===== src/rtl/riscv_pkg.sv =====
// Shared types for the instruction fetch path: FSM states and the FIFO entry
// that carries a fetched word (or a misalignment fault) with its PC.
package riscv_pkg;
    localparam int PC_W            = 32;
    localparam int INST_WORD_BYTES = 4;

    typedef enum logic [1:0] {IDLE, REQ, WAIT} fetch_state_t;

    typedef struct packed {
        logic            fault;
        logic [PC_W-1:0] pc;
        logic [31:0]     data;
    } fetch_entry_t;

    localparam int ENTRY_W = $bits(fetch_entry_t);
endpackage


===== src/rtl/fetch_fifo.sv =====
// Small synchronous FIFO of fetch entries; head is read straight from storage.
module fetch_fifo
    import riscv_pkg::*;
#(
    parameter  int DEPTH = 2,
    localparam int CW    = $clog2(DEPTH + 1),
    localparam int PW    = (DEPTH > 1) ? $clog2(DEPTH) : 1
) (
    input  logic               clk,
    input  logic               rst,
    input  logic               push_i,
    input  logic               pop_i,
    input  logic               clear_i,
    input  logic [ENTRY_W-1:0] din_i,
    output logic               full_o,
    output logic               empty_o,
    output logic [CW-1:0]      count_o,
    output logic [ENTRY_W-1:0] head_o
);
    fetch_entry_t  mem_q [DEPTH];
    logic [PW-1:0] wr_ptr_q, rd_ptr_q;
    logic [CW-1:0] count_q;
    logic          pop;

    function automatic logic [PW-1:0] ptr_inc(input logic [PW-1:0] p);
        return (p == PW'(DEPTH - 1)) ? '0 : p + 1'b1;
    endfunction

    assign pop     = pop_i && !empty_o;
    assign full_o  = (count_q == CW'(DEPTH));
    assign empty_o = (count_q == '0);
    assign count_o = count_q;
    assign head_o  = mem_q[rd_ptr_q];

    always_ff @(posedge clk) begin
        if (rst) begin
            wr_ptr_q <= '0;
            rd_ptr_q <= '0;
            count_q  <= '0;
            for (int i = 0; i < DEPTH; i++) mem_q[i] <= '0;
        end else if (clear_i) begin
            wr_ptr_q <= '0;
            rd_ptr_q <= '0;
            count_q  <= '0;
        end else begin
            if (push_i) begin
                mem_q[wr_ptr_q] <= fetch_entry_t'(din_i);
                wr_ptr_q        <= ptr_inc(wr_ptr_q);
            end
            if (pop) rd_ptr_q <= ptr_inc(rd_ptr_q);
            if (push_i && !pop)      count_q <= count_q + 1'b1;
            else if (!push_i && pop) count_q <= count_q - 1'b1;
        end
    end
endmodule


===== src/rtl/riscv_fetch.sv =====
// Instruction fetch unit: PC handshake in, single-outstanding memory read,
// buffered instruction words out to the decoder, flush on redirect.
module riscv_fetch
    import riscv_pkg::*;
#(
    parameter int ADDR_SIZE = 32,
    parameter int DEPTH     = 2
) (
    input  logic                 clk,
    input  logic                 rst,
    input  logic                 pc_valid_i,
    input  logic [ADDR_SIZE-1:0] pc_addr_i,
    output logic                 pc_ready_o,
    input  logic                 flush_i,
    output logic                 mem_req_o,
    output logic [ADDR_SIZE-1:0] mem_addr_o,
    input  logic                 mem_gnt_i,
    input  logic                 mem_rvalid_i,
    input  logic [31:0]          mem_rdata_i,
    output logic                 inst_valid_o,
    input  logic                 inst_ready_i,
    output logic [31:0]          inst_data_o,
    output logic [ADDR_SIZE-1:0] inst_pc_o,
    output logic                 inst_fault_o
);
    localparam int CW = $clog2(DEPTH + 1);
    localparam logic [ADDR_SIZE-1:0] ALIGN_MASK = ADDR_SIZE'(INST_WORD_BYTES - 1);

    fetch_state_t         state_q;
    logic                 mem_req_q, drop_q;
    logic [ADDR_SIZE-1:0] mem_addr_q;

    logic                 accept, misaligned, fault_push, resp_push, push, pop;
    logic                 fifo_full, fifo_empty;
    logic [CW-1:0]        fifo_count;
    fetch_entry_t         push_entry, head;
    logic [ENTRY_W-1:0]   head_raw;

    assign misaligned = (pc_addr_i & ALIGN_MASK) != '0;
    assign pc_ready_o = !rst && (state_q == IDLE) && (fifo_count < CW'(DEPTH)) && !flush_i;
    assign accept     = pc_valid_i && pc_ready_o;
    assign fault_push = accept && misaligned;
    // A flush in the response cycle discards the word even before drop_q is set.
    assign resp_push  = (state_q == WAIT) && mem_rvalid_i && !drop_q && !flush_i;
    assign push       = fault_push || resp_push;
    assign pop        = inst_valid_o && inst_ready_i;

    always_comb begin
        push_entry = '0;
        if (fault_push) begin
            push_entry.fault = 1'b1;
            push_entry.pc    = PC_W'(pc_addr_i);
        end else begin
            push_entry.pc    = PC_W'(mem_addr_q);
            push_entry.data  = mem_rdata_i;
        end
    end

    always_ff @(posedge clk) begin
        if (rst) begin
            state_q    <= IDLE;
            mem_req_q  <= 1'b0;
            mem_addr_q <= '0;
            drop_q     <= 1'b0;
        end else begin
            case (state_q)
                IDLE: if (accept && !misaligned) begin
                    state_q    <= REQ;
                    mem_req_q  <= 1'b1;
                    mem_addr_q <= pc_addr_i & ~ALIGN_MASK;
                end
                // The request is never withdrawn; a flush only marks its response dead.
                REQ: begin
                    if (flush_i) drop_q <= 1'b1;
                    if (mem_gnt_i) begin
                        mem_req_q <= 1'b0;
                        state_q   <= WAIT;
                    end
                end
                WAIT: begin
                    if (mem_rvalid_i) begin
                        state_q <= IDLE;
                        drop_q  <= 1'b0;
                    end else if (flush_i) begin
                        drop_q  <= 1'b1;
                    end
                end
                default: state_q <= IDLE;
            endcase
        end
    end

    always_ff @(posedge clk) begin
        if (!rst) assert (!(push && fifo_full && !pop));
    end

    fetch_fifo #(.DEPTH(DEPTH)) u_fifo (
        .clk     (clk),
        .rst     (rst),
        .push_i  (push),
        .pop_i   (pop),
        .clear_i (flush_i),
        .din_i   (push_entry),
        .full_o  (fifo_full),
        .empty_o (fifo_empty),
        .count_o (fifo_count),
        .head_o  (head_raw)
    );

    assign head         = fetch_entry_t'(head_raw);
    assign mem_req_o    = mem_req_q;
    assign mem_addr_o   = mem_addr_q;
    assign inst_valid_o = !fifo_empty;
    assign inst_data_o  = head.data;
    assign inst_pc_o    = ADDR_SIZE'(head.pc);
    assign inst_fault_o = head.fault;
endmodule


===== config.mk =====
export PLATFORM = sky130hd
export DESIGN_NAME = riscv_fetch
export DESIGN_NICKNAME = d
export VERILOG_FILES = /design/src/rtl/riscv_pkg.sv /design/src/rtl/fetch_fifo.sv /design/src/rtl/riscv_fetch.sv
export SDC_FILE = /design/constraint.sdc
export NUM_CORES = 1
export LEC_CHECK = 0
export ABC_AREA = 1
export BUFFER_PORTS_ARGS = -buffer_cell sky130_fd_sc_hd__buf_4
export CORE_MARGIN = 2
export CORE_UTILIZATION = 30
export CTS_CLUSTER_DIAMETER = 80
export DETAILED_ROUTE_END_ITERATION = 8
export HOLD_SLACK_MARGIN = 0.06
export SLEW_MARGIN = 40
export SYNTH_ARGS = -nofsm -noshare
export SYNTH_HDL_FRONTEND = slang
export SYNTH_SLANG_ARGS = --single-unit

===== constraint.sdc =====
create_clock -name clk -period 6.4 [get_ports clk]
set_clock_uncertainty 0.05 [all_clocks]
set_input_delay 0.64 -clock clk [delete_from_list [all_inputs] [get_ports clk]]
set_output_delay 0.64 -clock clk [all_outputs]
set_load 0.02 [all_outputs]

Word-level counts from Yosys, hierarchy flattened

Memories as Yosys holds them, arrays and structs flattened. A register that Yosys moved wholly into a read port is not among the register bits.
Cells that the tools add are included.

Register bits after elaboration: 38
Latch bits: 0
RAM bits: 130
Bits in read-only memories: 0
Output and inout port bits: 100
Memories: 1

$add $sub $neg: 4
Multipliers: 0
Div/mod/pow operators: 0
Magnitude comparators: 1
Eq/ne operators: 5
Shifts and indexed selects: 0
Mux-type cells: 28
Bitwise operators: 0
Reduce and logical (&&, ||, !) cells: 32

Memories:

| name         | words | width | rd ports | clocked after memory_dff | write ports | line             | source |
|---|---|---|---|---|---|---|---|
| u_fifo.mem_q | 2     | 65    | 1        | 1                        | 2           | fetch_fifo.sv:20 | `fetch_entry_t mem_q [DEPTH];` |

Operators with widths:

| operator            | count |
|---|---|
| $mux 65             | 1 |
| $reduce_or 65->1    | 1 |
| $mux 32             | 2 |
| $reduce_bool 32->1  | 1 |
| $mux 1              | 17 |
| $logic_and 1x1->1   | 13 |
| $mux 2              | 5 |
| $logic_not 1->1     | 7 |
| $pmux 2 s3          | 1 |
| $reduce_and 3->1    | 2 |
| $reduce_bool 2->1   | 3 |
| $logic_not 2->1     | 2 |
| $ne 2x2->1 const B  | 2 |
| $pmux 1 s2          | 2 |
| $add 1x1->1 const B | 2 |
| $add 2x1->2 const B | 1 |
| $eq 2x1->1 const B  | 1 |
| $eq 2x2->1 const B  | 1 |
| $lt 2x2->1 const B  | 1 |
| $ne 2x1->1 const B  | 1 |
| $reduce_and 2->1    | 1 |
| $reduce_or 2->1     | 1 |
| $sub 2x1->2 const B | 1 |
| $logic_or 1x1->1    | 1 |

Logic depth before layout (Yosys ltp)

Gate-level depths: netlist (run 1).

Depth after elaboration: 13
Mapped depth: 11
Mapped depth without buffers: 11

Modules after synthesis

From an unflattened synthesis (run 1), not the netlist that was laid out.

Cells, all modules: 765
Area, all modules: 7880.1 um^2

By module, submodules not included:

| module      | times used | cells an instance | area an instance (um^2) | seq. area each (um^2) |
|---|---|---|---|---|
| fetch_fifo  | 1          | 450               | 5785.5                  | 4003.8 |
| riscv_fetch | 1          | 315               | 2094.5                  | 680.7 |

Least setup slack after synthesis (run 1)

Ideal clock, no wire load.

Path kind: in2reg
Start point: input rst
End point: memory u_fifo.mem_q[0][0] (netlist bit) (enable)
Setup time: 0.425 ns
Arrival: 3.003 ns
Data required time: 5.925 ns
Path slack: 2.922 ns
Stages: 8
Buffers on the path: 1
Cell sequence: inv_2 -> nand2_2 -> nor3_4 -> nand3_2 -> o21ai_2 -> nand2_4 -> buf_6 -> nand2_1

RTL lines:

| what        | line              | source |
|---|---|---|
| from (decl) | riscv_fetch.sv:10 | `input logic rst,` |
| to (decl)   | fetch_fifo.sv:20  |  |

==> summary.md, run 1 <==
| Metric | Value |
|---|---|
| Crit path largest cell delay | `about 0.53 ns` |
| Port Buffer Count | `about 170` |
| # diodes | `0` |
| Post-Layout Inst Area | `around 9800 µm²` |
| Layout cells sized above 1 | `around a third` |
| Worst EP arrival | `3.32 ns` |
| CTS sink cnt | `about 170` |
| Worst relative slew slack | `a little under three fifths` |
| Crit path buf inv count | `2` |
| Inst Count DP | `~1,200` |
| Crit path launch type | `primary input` |
| Final period util | `51.78%` |
| Pwr dens | `276.6 nW/µm²` |
| Syn Inst Count | `698` |
| Synth Area in Adders | `less than 1%` |
| Crit Path Class | `primary input to flop` |
| WL per Instance | `around 16 µm` |
| Area growth from synthesis to layout | `27.47%` |
| Post-DP HPWL | `between 10,000 and 15,000 µm` |
| Setup violations, final | `0` |
| RD Place Congestion | `around 0.73` |
| # DRC | `0` |
| Die width | `between 150 and 200 µm` |
| CP top delay family | `simple AND/OR/NAND/NOR gates` |
| Area fraction in compound gates after synthesis | `approximately 7%` |
| Total Power | `2.718 mW` |
| Largest net degree at the start of global routing | `between 90 and 100` |
| Setup ws final | `3.086 ns` |
| Hold WC Path Type | `primary input to flop` |
| Peak Freq | `301.7 MHz` |
| Status | `finished clean` |
| DR iter-0 viols | `around 350` |
| Synth Area in XOR/XNOR | `0%` |
| Endpoints failing hold | `0` |
| First-pass DRT Iterations | `4` |
| Net count, final | `slightly above 900` |
| Total congestion overflow | `0` |
| Vias per cell | `around 4.6` |
| Synth cell types | `28` |
| H-tree lvl count | `4` |
| Pre-CTS WS | `~2.6 ns` |
| Storage element area | `4688 µm²` |
| Hold Buf Count CTS | `0` |
| Row cnt | `58` |
| Non-Filler Instances | `1,184` |
| All-Layer GR Usage | `between 10% and 20%` |
| Sequential area share after synthesis | `approximately three fifths` |
| Mapped cell area | `roughly 7700 µm²` |
| Clock latency on the worst-skew pair | `roughly 0.42 ns` |
| Element type at the critical path end | `flop` |
| Number of buffers created by CTS | `17` |
| Cell chain of the critical path | `buf_4 > inv_2 > nand2_2 > nor3_4 > nand3_4 > o21ai_2 > nand2_4 > nand2_8` |
| Total Routed Length | `around 19,000 µm` |
| Initial Util | `a little under a third` |
| Syn. warnings | `0` |
| Peak VDD IR | `~0.00016 V` |
| Multi-input logic area | `between 2000 and 2500 µm²` |
| Post-route minimum period | `roughly 3.3 ns` |
| Reg clk slew, reported paths | `around 0.07 ns` |
| Via count | `5,483` |
| IO Count | `roughly 170` |
| Max cap viols | `0` |
| Placed cell area | `9166 µm²` |
| Die Area | `27,000 µm²` |
| Least-Margin Pin Slew | `between 0.6 and 0.7 ns` |
| #FFs+latches synth | `169` |
| Main combinational cell family by area after synthesis | `simple AND/OR/NAND/NOR gates` |
| Die Span Y | `roughly 160 µm` |
| Post-DRT Antenna Nets | `0` |
| Syn avg cell area | `approximately 11 µm²` |
| Global-route wire length before repair | `about 28,000 µm` |
| Core ar. | `about 25,000 µm²` |
| Root buf cell | `clkbuf_16` |
| Post-CTS setup buffer count | `0` |
| Mux contribution to synthesized area | `9.494%` |
| Simple-Gate Fraction of Synth Area | `between 10% and 20%` |
| Leakage | `between 4 and 5 nW` |
| Unrepaired setup endpoints after global routing | `no` |
| CP required | `about 6.4 ns` |
| TNS Setup | `0 ns` |
| Initial antenna violation count | `0` |
| Pins Over Slew Limit | `0` |
| Slowest cell on crit path | `nand2_8` |
| # resized after CTS | `0` |
| Filler instances | `2,428` |
| CTS tree | `yes` |
| Critical Path Fanout Max | `65` |
| Vias in the first global route | `approximately 5,100` |
| Clock tree buffer depth | `2` |
==> routing by layer <==
| metal | routed length [µm] | vias to the layer above | part of all wire (%) | global-route usage (%) |
|---|---|---|---|---|
| li1 | - | 2697 | - | - |
| met1 | 8481 | 2609 | 46 | 18.31 |
| met2 | 8701 | 170 | 47 | 21.74 |
| met3 | 1295 | 7 | 7.0 | 4.015 |
| met4 | 119 | 0 | 0.64 | 3.549 |
| met5 | 0 | - | 0 | 0 |
==> cell usage in the layout (no fill, tap or decap), drive strengths merged, types with 2 or more instances in the layout <==
cell / instances
mux2: 65
nand2: 46
nor2: 74
nand4: 65
clkbuf: 17
a21oi: 39
ha: 6
edfxtp: 130
bufinv: 5
inv: 114
dfxtp: 39
clkinv: 2
o21ai: 65
nand3: 5
conb: 2
buf: 174
or2: 2
==> state kept, by name, indices dropped and copies added, names as in the netlist, named ones only <==
register	cells
u_fifo.wr_ptr_q	1
mem_req_o	1
u_fifo.count_o	2
u_fifo.rd_ptr_q	1
mem_addr_o	30
state_q	2
u_fifo.mem_q	130
drop_q	1
==> final timing paths <==
check,start,end,slack [ns],cells after the start
worst min register to register,u_fifo.rd_ptr_q,flop,0.41,2
worst max-delay path,rst,u_fifo.mem_q[0][13],3.09,8
worst max register to register,state_q[1],u_fifo.mem_q[0][13],3.36,8
worst min-delay path,rst,state_q[1],0.38,2
==> through the flow <==
step | util, % | hold slack, ns
after floorplan | - | 0.3974
after global placement | 36.25 | 0.3958
after detailed placement | 36.40 | 0.4013
after CTS | 39.01 | 0.3488
after global routing | 39.03 | 0.3569
final | 39.03 | 0.3806
==> cells in the mapped netlist <==
cell type,count,share of area [%]
a21oi_1,39,2.5
a311oi_1,1,0.11
buf_2,17,1.1
buf_4,6,0.58
buf_6,13,1.9
clkbuf_1,15,0.73
conb_1,1,0.049
dfxtp_1,39,10
edfxtp_1,130,51
ha_1,6,0.97
inv_1,105,5.1
inv_2,1,0.049
mux2_2,65,9.5
nand2_1,43,2.1
nand2_2,1,0.081
nand2_4,2,0.29
nand3_1,4,0.26
nand3_2,1,0.13
nand3b_1,1,0.097
nand4_1,65,5.3
nor2_1,73,3.6
nor2_2,1,0.081
nor3_4,1,0.21
o21a_1,1,0.097
o21ai_0,34,2.2
o21ai_1,30,1.9
o21ai_2,1,0.11
or2_2,2,0.16
==> cells by family (layout without fill, tap and decap cells) <==
logic type | after synthesis | after routing
and+or+nand+nor | 194 | 194
DFF | 169 | 169
buffers and inverters | 157 | 312
AOI/OAI and AO/OA | 106 | 106
muxes | 65 | 65
adders and majority gates | 6 | 6
other | 1 | 2
==> area by class of cell <==
class / count / area share, %
inverter: 106 / 4.048
timing repair buffer: 174 / 13.46
clock inverter: 15 / 2.368
sequential: 169 / 47.70
multi-input combinational: 373 / 23.90
tap: 330 / 4.201
clock buffer: 17 / 4.328
==> where the power goes <==
| group | switching, mW | internal, mW | total [mW] |
|---|---|---|---|
| combinational | 0.199 | 0.126 | 0.325 |
| sequential | 0.0185 | 1.22 | 1.24 |
| clock | 0.447 | 0.704 | 1.15 |
(Power assumes the default switching activity.)
==> run 2, diff against run 1 <==
- clock period: 6.4 -> 3.3 ns (I/O delays scaled with it)
==> run 2 against run 1 <==
Setup slack lost 2.4 ns. Register-to-register slack got worse by 2.7 ns. Non-clock buffer count is 13 higher. Cell count grew 1.1%. Count of clock-buffer cells in the layout unchanged. Sequential share of layout area fell by 0.24 points. Core utilization increased by 0.20 points. Combinational power grew 98%. First-iteration DRC count fell by 11%. Critical path depth is 1 higher. Largest power group unchanged. Highest routed layer is now met5.
==> summary.md, run 2 (synthesis gave the netlist of run 1 again) <==
| Metric | Value |
|---|---|
| Status | `finished clean (unchanged)` |
| Commonest non-fill, non-tap cell in the layout | `buf_4 (unchanged)` |
| Storage element area | `4688 µm² (unchanged)` |
| DR WL met3 | `1417 µm (was 1295 µm)` |
| CTS sink cnt | `169 (unchanged)` |
| RR Endpoint | `u_fifo.mem_q[0][31] (was u_fifo.mem_q[0][13])` |
| Unrepaired setup endpoints after global routing | `no (unchanged)` |
| Global-route wire length before repair | `28,820 µm (was 27,820 µm)` |
| Max cap viols | `0 (unchanged)` |
| Least-Margin Pin Slew | `0.7705 ns (was 0.6649 ns)` |
| Critical Path Source | `state_q[0] (was rst)` |
| Crit Path Class | `flop to flop (was primary input to flop)` |
| DR iter-0 viols | `310 (was 349)` |
| Clock latency on the worst-skew pair | `0.42 ns (about the same)` |
| Most frequent CP cell | `inv_1` |
| CTS tree | `yes (unchanged)` |
| Reg with most FFs | `u_fifo.mem_q (unchanged)` |
| Hold WS | `0.1430 ns (was 0.3806 ns)` |
| # DRC | `0 (unchanged)` |
| Peak VDD IR | `0.0002684 V (was 0.0001563 V)` |
| Row cnt | `58 (unchanged)` |
| Reg clk slew, reported paths | `0.07 ns (about the same)` |
| H-tree lvl count | `4 (unchanged)` |
| Initial Util | `30.62% (unchanged)` |
| DR WL met2 | `9174 µm (was 8701 µm)` |
| Root buf cell | `clkbuf_16 (unchanged)` |
| Vias in the first global route | `5,342 (was 5,139)` |
| Largest net degree at the start of global routing | `67 (was 93)` |
| Core ar. | `25,180 µm² (unchanged)` |
| Post-DRT Antenna Nets | `0 (unchanged)` |
| Hold WC Path Type | `primary input to flop (unchanged)` |
| Worst EP arrival | `2.86 ns (was 3.32 ns)` |
| Net count, final | `931 (was 918)` |
| Die Area | `27,000 µm² (unchanged)` |
| Hold wc startpoint | `pc_addr_i[20] (was rst)` |
| Leakage | `4.395 nW (was 4.364 nW)` |
| RD Place Congestion | `0.7313 (was 0.7300)` |
| Post-DP HPWL | `12,040 µm (was 11,860 µm)` |
| Met1 wire length | `8285 µm (was 8481 µm)` |
| Vias per cell | `4.650 (was 4.631)` |
| Multi-input logic area | `2331 µm² (was 2349 µm²)` |
| Pre-CTS WS | `0.6880 ns (was 2.641 ns)` |
| # diodes | `0 (unchanged)` |
| Placed cell area | `9256 µm² (was 9166 µm²)` |
| Total Routed Length | `19,010 µm (was 18,600 µm)` |
| Die Span Y | `164.3 µm (unchanged)` |
| Element type at the critical path end | `flop (unchanged)` |
| WL per Instance | `15.88 µm (was 15.71 µm)` |
| Worst relative slew slack | `48.51% (was 55.61%)` |
| TNS Setup | `0 ns (unchanged)` |
| Pins Over Slew Limit | `0 (unchanged)` |
| All-Layer GR Usage | `14.16% (was 13.70%)` |
| Peak Freq | `381.9 MHz` |
| Filler instances | `2,448 (was 2,428)` |
| Crit path launch type | `flop (was primary input)` |
| Setup ws final | `0.6816 ns (was 3.086 ns)` |
| Number of buffers created by CTS | `17 (unchanged)` |
| Post-route minimum period | `between 2 and 3 ns` |
| Via count | `5,566 (was 5,483)` |
| Crit path largest cell delay | `0.65 ns (was 0.53 ns)` |
| Total congestion overflow | `0 (unchanged)` |
| R2R depth | `9 (was 8)` |
| CP required | `3.54 ns (was 6.41 ns)` |
| Cell chain of the critical path | `inv_1 > ha_1 > inv_1 > nor3_4 > nand3_4 > buf_4 > buf_4 > nand4_1 > inv_1 (was buf_4 > inv_2 > nand2_2 > nor3_4 > nand3_4 > o21ai_2 > nand2_4 > nand2_8)` |
| Final core occ | `39.23% (was 39.03%)` |
| Post-Layout Inst Area | `9878 µm² (was 9828 µm²)` |
| Area growth from synthesis to layout | `28.12% (was 27.47%)` |
| Layout cells sized above 1 | `34.26% (was 33.49%)` |
| IO Count | `171 (unchanged)` |
| # resized after CTS | `0 (unchanged)` |
| Setup violations, final | `0 (unchanged)` |
| Final period util | `79.35%` |
| Critical Path Fanout Max | `66 (was 65)` |
| Slowest cell on crit path | `buf_4 (was nand2_8)` |
| Critical R2R Launch | `state_q[0] (was state_q[1])` |
| Pwr dens | `515.1 nW/µm² (was 276.6 nW/µm²)` |
| Commonest non-fill, non-tap cells in the layout | `182 x buf_4, 130 x edfxtp_1, 105 x inv_1, 71 x nor2_1 (was 172 x buf_4, 130 x edfxtp_1, 105 x inv_1, 71 x nor2_1)` |
| First-pass DRT Iterations | `4 (unchanged)` |
| Port Buffer Count | `168 (unchanged)` |
| Highest Signal Layer | `met5 (was met4)` |
| Initial antenna violation count | `1 (was 0)` |
| Endpoints failing hold | `0 (unchanged)` |
| Clock tree buffer depth | `2 (unchanged)` |
| Critical Path Sink | `u_fifo.mem_q[0][31] (was u_fifo.mem_q[0][13])` |
| Die width | `164.3 µm (unchanged)` |
| Largest register FFs | `130 (unchanged)` |
| Reg-to-reg setup timing slack | `0.68 ns (was 3.36 ns)` |
## run 2: cell types whose count changed in the layout (fill, tap and decap cells not counted), sizes merged
cell         change
buf             +11
bufinv           -4
clkinv           +3
clkinvlp         +1
dlygate4sd3      +2
## run 2: layout make-up
| class | count | share of cell area, % |
|---|---|---|
| clock buffers | 17 | 4.307 |
| clock inverters | 15 | 1.786 |
| inverters | 106 | 4.028 |
| multi-input cells | 373 | 23.60 |
| flip-flops and latches | 169 | 47.46 |
| well taps | 330 | 4.180 |
| repair buffers | 187 | 14.64 |
## run 2: worst max-delay path, delay by kind of cell (launching register included)
family | cells | cell delay (ns)
adder cells (fa/ha/maj) | 1 | 0.24
buffers and inverters | 5 | 1.44
flip-flops | 1 | 0.38
AND/OR/NAND/NOR | 3 | 0.33
## run 2: how the worst min path moves through the flow
stage                                end  slack [ns]  cells after the start
after floorplan                mem_req_o        0.35                      1
after CTS                 mem_addr_o[20]        0.12                      3
final                     mem_addr_o[20]        0.14                      3
after detailed placement   mem_addr_o[6]        0.41                      2
after global routing      mem_addr_o[20]        0.14                      3
after global placement              flop        0.40                      2
## run 2: repair_timing
item | 4_1_cts | 5_1_grt
endpoints found under the hold margin | 4 | 0
hold buffers | 2 | 0
setup buffers | 0 | 0
## run 2: power by group
| group | internal [mW] | switching, mW |
|---|---|---|
| clock network | 1.09 | 0.954 |
| registers | 2.37 | 0.0324 |
| logic | 0.255 | 0.389 |
## run 2: per-layer routing
| metal | global-route usage (%) | up-vias |
|---|---|---|
| met5 | 0 | - |
| met4 | 2.990 | 2 |
| met3 | 4.520 | 14 |
| met2 | 23.79 | 162 |
| met1 | 17.85 | 2661 |
| li1 | - | 2727 |
## run 2: per-stage QoR
stage | total power [mW] | cells
floorplan | 2.835 | 699
global placement | 3.093 | 1163
detailed placement | 3.100 | 1163
CTS | 5.152 | 1197
global route | 5.296 | 1197
finish | 5.089 | 1197
==> run 3, diff against run 2 <==
- ABC_AREA: 1 -> 0
- clock period: 3.3 -> 2.4 ns (I/O delays scaled with it)
==> run 3 against run 2 <==
Sequential share of layout area shrank 1.8 points. Count of clock-buffer cells in the layout is the same. Critical path depth shrank 1. Non-clock buffer count grew 48. Critical endpoint is now u_fifo.mem_q[0][43]. Highest routed layer is now met4.
==> summary.md, run 3 <==
| Metric | Value |
|---|---|
| Max cap viols | `0 (unchanged)` |
| RD Place Congestion | `0.7054 (was 0.7313)` |
| Peak Freq | `465.4 MHz (was 381.9 MHz)` |
| Peak VDD IR | `0.0003642 V (was 0.0002684 V)` |
| #FFs+latches synth | `169 (unchanged)` |
| RR Endpoint | `u_fifo.mem_q[0][43] (was u_fifo.mem_q[0][31])` |
| Pwr dens | `712.2 nW/µm² (was 515.1 nW/µm²)` |
| Post-Layout Inst Area | `10,260 µm² (was 9878 µm²)` |
| Reg-to-reg setup timing slack | `0.25 ns (was 0.68 ns)` |
| Setup violations, final | `0 (unchanged)` |
| Number of buffers created by CTS | `17 (unchanged)` |
| Crit Path Class | `flop to flop (unchanged)` |
| First-pass DRT Iterations | `4 (unchanged)` |
| Port Buffer Count | `168 (unchanged)` |
| DR iter-0 viols | `299 (was 310)` |
| Share of the synthesized area in the top cell type | `53.07% (was 50.63%)` |
| CTS tree | `yes (unchanged)` |
| R2R depth | `8 (was 9)` |
| Placed cell area | `9089 µm² (was 9256 µm²)` |
| Cell internal pwr | `5.566 mW (was 3.714 mW)` |
| Critical Path Fanout Max | `73 (was 66)` |
| Syn Inst Count | `585 (was 698)` |
| CTS sink cnt | `169 (unchanged)` |
| Hold EP | `u_fifo.mem_q[0][18] (was mem_addr_o[20])` |
| WL per Instance | `16.17 µm (was 15.88 µm)` |
| Critical R2R Launch | `state_q[0] (unchanged)` |
| # resized after CTS | `0 (unchanged)` |
| Unrepaired setup endpoints after global routing | `no (unchanged)` |
| Commonest non-fill, non-tap cell in the layout | `buf_4 (unchanged)` |
| TNS Setup | `0 ns (unchanged)` |
| Commonest cells post-synth | `130 x edfxtp_1, 68 x nor2_1, 66 x nand2_1 (was 130 x edfxtp_1, 105 x inv_1, 73 x nor2_1)` |
| Reg clk slew, reported paths | `0.07 ns (about the same)` |
| Row cnt | `57 (was 58)` |
| Worst EP arrival | `2.26 ns (was 2.86 ns)` |
| Commonest non-fill, non-tap cells in the layout | `177 x buf_4, 130 x edfxtp_1, 68 x nor2_1, 66 x nand2_1, 65 x mux2_2 (was 182 x buf_4, 130 x edfxtp_1, 105 x inv_1, 71 x nor2_1)` |
| Syn. warnings | `0 (unchanged)` |
| Mapped cell area | `7356 µm² (was 7710 µm²)` |
| Clk network pwr share | `42.3% (was 40.1%)` |
| Asr flop ratio synth | `0% (unchanged)` |
| NetSw | `1.741 mW (was 1.375 mW)` |
| Leakage | `4.360 nW (was 4.395 nW)` |
| Hold wc startpoint | `mem_rdata_i[18] (was pc_addr_i[20])` |
| Most frequent cell after synthesis | `edfxtp_1 (unchanged)` |
| Storage element area | `4688 µm² (unchanged)` |
| Sequential Power Share | `45.2% (was 47.2%)` |
| Area growth from synthesis to layout | `39.46% (was 28.12%)` |
| Post-CTS setup buffer count | `0 (unchanged)` |
| Hold Path Stages | `2 (was 3)` |
| Synth area leaders | `edfxtp_1 53%, dfxtp_1 11%, mux2_2 10% (was edfxtp_1 51%, dfxtp_1 10%, mux2_2 9.5%)` |
| Status | `finished clean (unchanged)` |
| Global-route wire length before repair | `28,230 µm (was 28,820 µm)` |
| Syn avg cell area | `12.57 µm² (was 11.05 µm²)` |
| Filler instances | `2,268 (was 2,448)` |
| Endpoints failing hold | `0 (unchanged)` |
| Hold WS | `0.07642 ns (was 0.1430 ns)` |
| Root buf cell | `clkbuf_16 (unchanged)` |
| All-Layer GR Usage | `14.22% (was 14.16%)` |
| Post-DRT Antenna Nets | `0 (unchanged)` |
| Hold WC Path Type | `primary input to flop (unchanged)` |
| Synth area leader | `edfxtp_1 (unchanged)` |
| Via count | `5,180 (was 5,566)` |
| Clock tree buffer depth | `2 (unchanged)` |
| Initial antenna violation count | `0 (was 1)` |
| Vias in the first global route | `5,094 (was 5,342)` |
| EDFF count, synth | `130 (unchanged)` |
| Die Area | `25,790 µm² (was 27,000 µm²)` |
| # diodes | `0 (unchanged)` |
| Comb pwr share | `12.5% (was 12.7%)` |
| H-tree lvl count | `4 (unchanged)` |
| Net count, final | `873 (was 931)` |
| Sequential area share after synthesis | `63.68% (was 60.76%)` |
| Post-route minimum period | `2.149 ns (was 2.618 ns)` |
| Post-synth top flop | `edfxtp_1 (unchanged)` |
| IO Count | `171 (unchanged)` |
| Post-DP HPWL | `11,640 µm (was 12,040 µm)` |
| CP required | `2.51 ns (was 3.54 ns)` |
| Largest net degree at the start of global routing | `74 (was 67)` |
| Die Span Y | `160.6 µm (was 164.3 µm)` |
| Final period util | `89.52% (was 79.35%)` |
| Die width | `160.6 µm (was 164.3 µm)` |
| # DRC | `0 (unchanged)` |
| Element type at the critical path end | `flop (unchanged)` |
| Core ar. | `24,180 µm² (was 25,180 µm²)` |
| Synth cell types | `37 (was 28)` |
| Crit path launch type | `flop (unchanged)` |
| Total Routed Length | `18,320 µm (was 19,010 µm)` |
| Pins Over Slew Limit | `0 (unchanged)` |
| Reg with most FFs | `u_fifo.mem_q (unchanged)` |
| Total congestion overflow | `0 (unchanged)` |
| Hold Buf Count CTS | `51 (was 2)` |
| Clock latency on the worst-skew pair | `0.42 ns (about the same)` |
| Layout cells sized above 1 | `36.22% (was 34.26%)` |
| Initial Util | `30.42% (was 30.62%)` |
| Vias per cell | `4.572 (was 4.650)` |
| Multi-input logic area | `2511 µm² (was 2331 µm²)` |
| Largest register FFs | `130 (unchanged)` |
| Sw Ratio | `23.82% (was 27.02%)` |
[run 3: changes by cell type in the layout (fill, tap and decap cells not counted), moves of 25 or more]
cell / delta
dlygate4sd3_1: +49
o21ai_0: -31
and3_1: +64
mux2i_1: +30
inv_1: -103
nand4_1: -65
o21ai_1: -30
nand2_1: +25
[run 3: area by class of cell]
| class | instances | area share (%) |
|---|---|---|
| flip-flops and latches | 169 | 45.70 |
| inverters | 4 | 0.1464 |
| clock buffers | 17 | 4.147 |
| multi-input cells | 369 | 24.48 |
| repair buffers | 235 | 19.30 |
| clock inverters | 15 | 2.281 |
| well taps | 324 | 3.952 |
[run 3: metal layers]
layer  global-route usage [%]  share of wire, %  up-vias
li1                         -                 -     2510
met1                    19.17                45     2532
met2                    23.30                49      120
met3                    2.454               3.7       18
met4                    4.709               1.6        0
met5                        0                 0        -
[run 3: power groups by stage]
| stage | Clock [mW] | Sequential [mW] | Combinational, mW |
|---|---|---|---|
| floorplan | 0 | 3.38 | 0.462 |
| global placement | 0 | 3.37 | 0.844 |
| detailed placement | 0 | 3.37 | 0.846 |
| CTS | 3.17 | 3.31 | 0.920 |
| global route | 3.27 | 3.32 | 0.984 |
| finish | 3.09 | 3.31 | 0.910 |
[run 3: critical path, cell delays in order, from the launching register on]
cell     delay, ns
dfxtp_1       0.39
inv_2         0.08
ha_4          0.17
nor4b_4       0.13
buf_4         0.17
nand2_4       0.10
buf_12        0.26
mux2i_1       0.39
nor2_1        0.08
[run 3: cell families after synthesis]
family | Yosys count | synth area share [%]
AND/OR/NAND/NOR | 218 | 14.34
other | 1 | 0.05098
adder cells (fa/ha/maj) | 6 | 1.021
XOR/XNOR | 4 | 0.4764
flip-flops | 169 | 63.68
multiplexers | 95 | 14.03
buffers and inverters | 48 | 2.960
AO/OA/AOI/OAI | 44 | 3.436
[run 3: stage by stage]
stage | power, mW | setup WS (ns) | cells | utilization, %
after floorplan | 3.839 | 0.01926 | 586 | -
after global placement | 4.212 | 0.2539 | 1050 | 37.59
after detailed placement | 4.217 | 0.2180 | 1050 | 37.59
after CTS | 7.402 | 0.1908 | 1133 | 42.43
after global routing | 7.573 | 0.08350 | 1133 | 42.43
final | 7.307 | 0.2515 | 1133 | 42.43
[run 3: how the worst max path moves through the flow]
stage	slack [ns]	endpoint	startpoint	cells after the start
global placement	0.25	u_fifo.mem_q[0][43]	state_q[0]	8
CTS	0.19	u_fifo.mem_q[0][43]	state_q[0]	8
detailed placement	0.22	u_fifo.mem_q[0][43]	state_q[0]	8
global route	0.08	u_fifo.mem_q[1][43]	state_q[0]	8
finish	0.25	u_fifo.mem_q[0][43]	state_q[0]	8
floorplan	0.02	u_fifo.mem_q[0][0]	state_q[0]	6
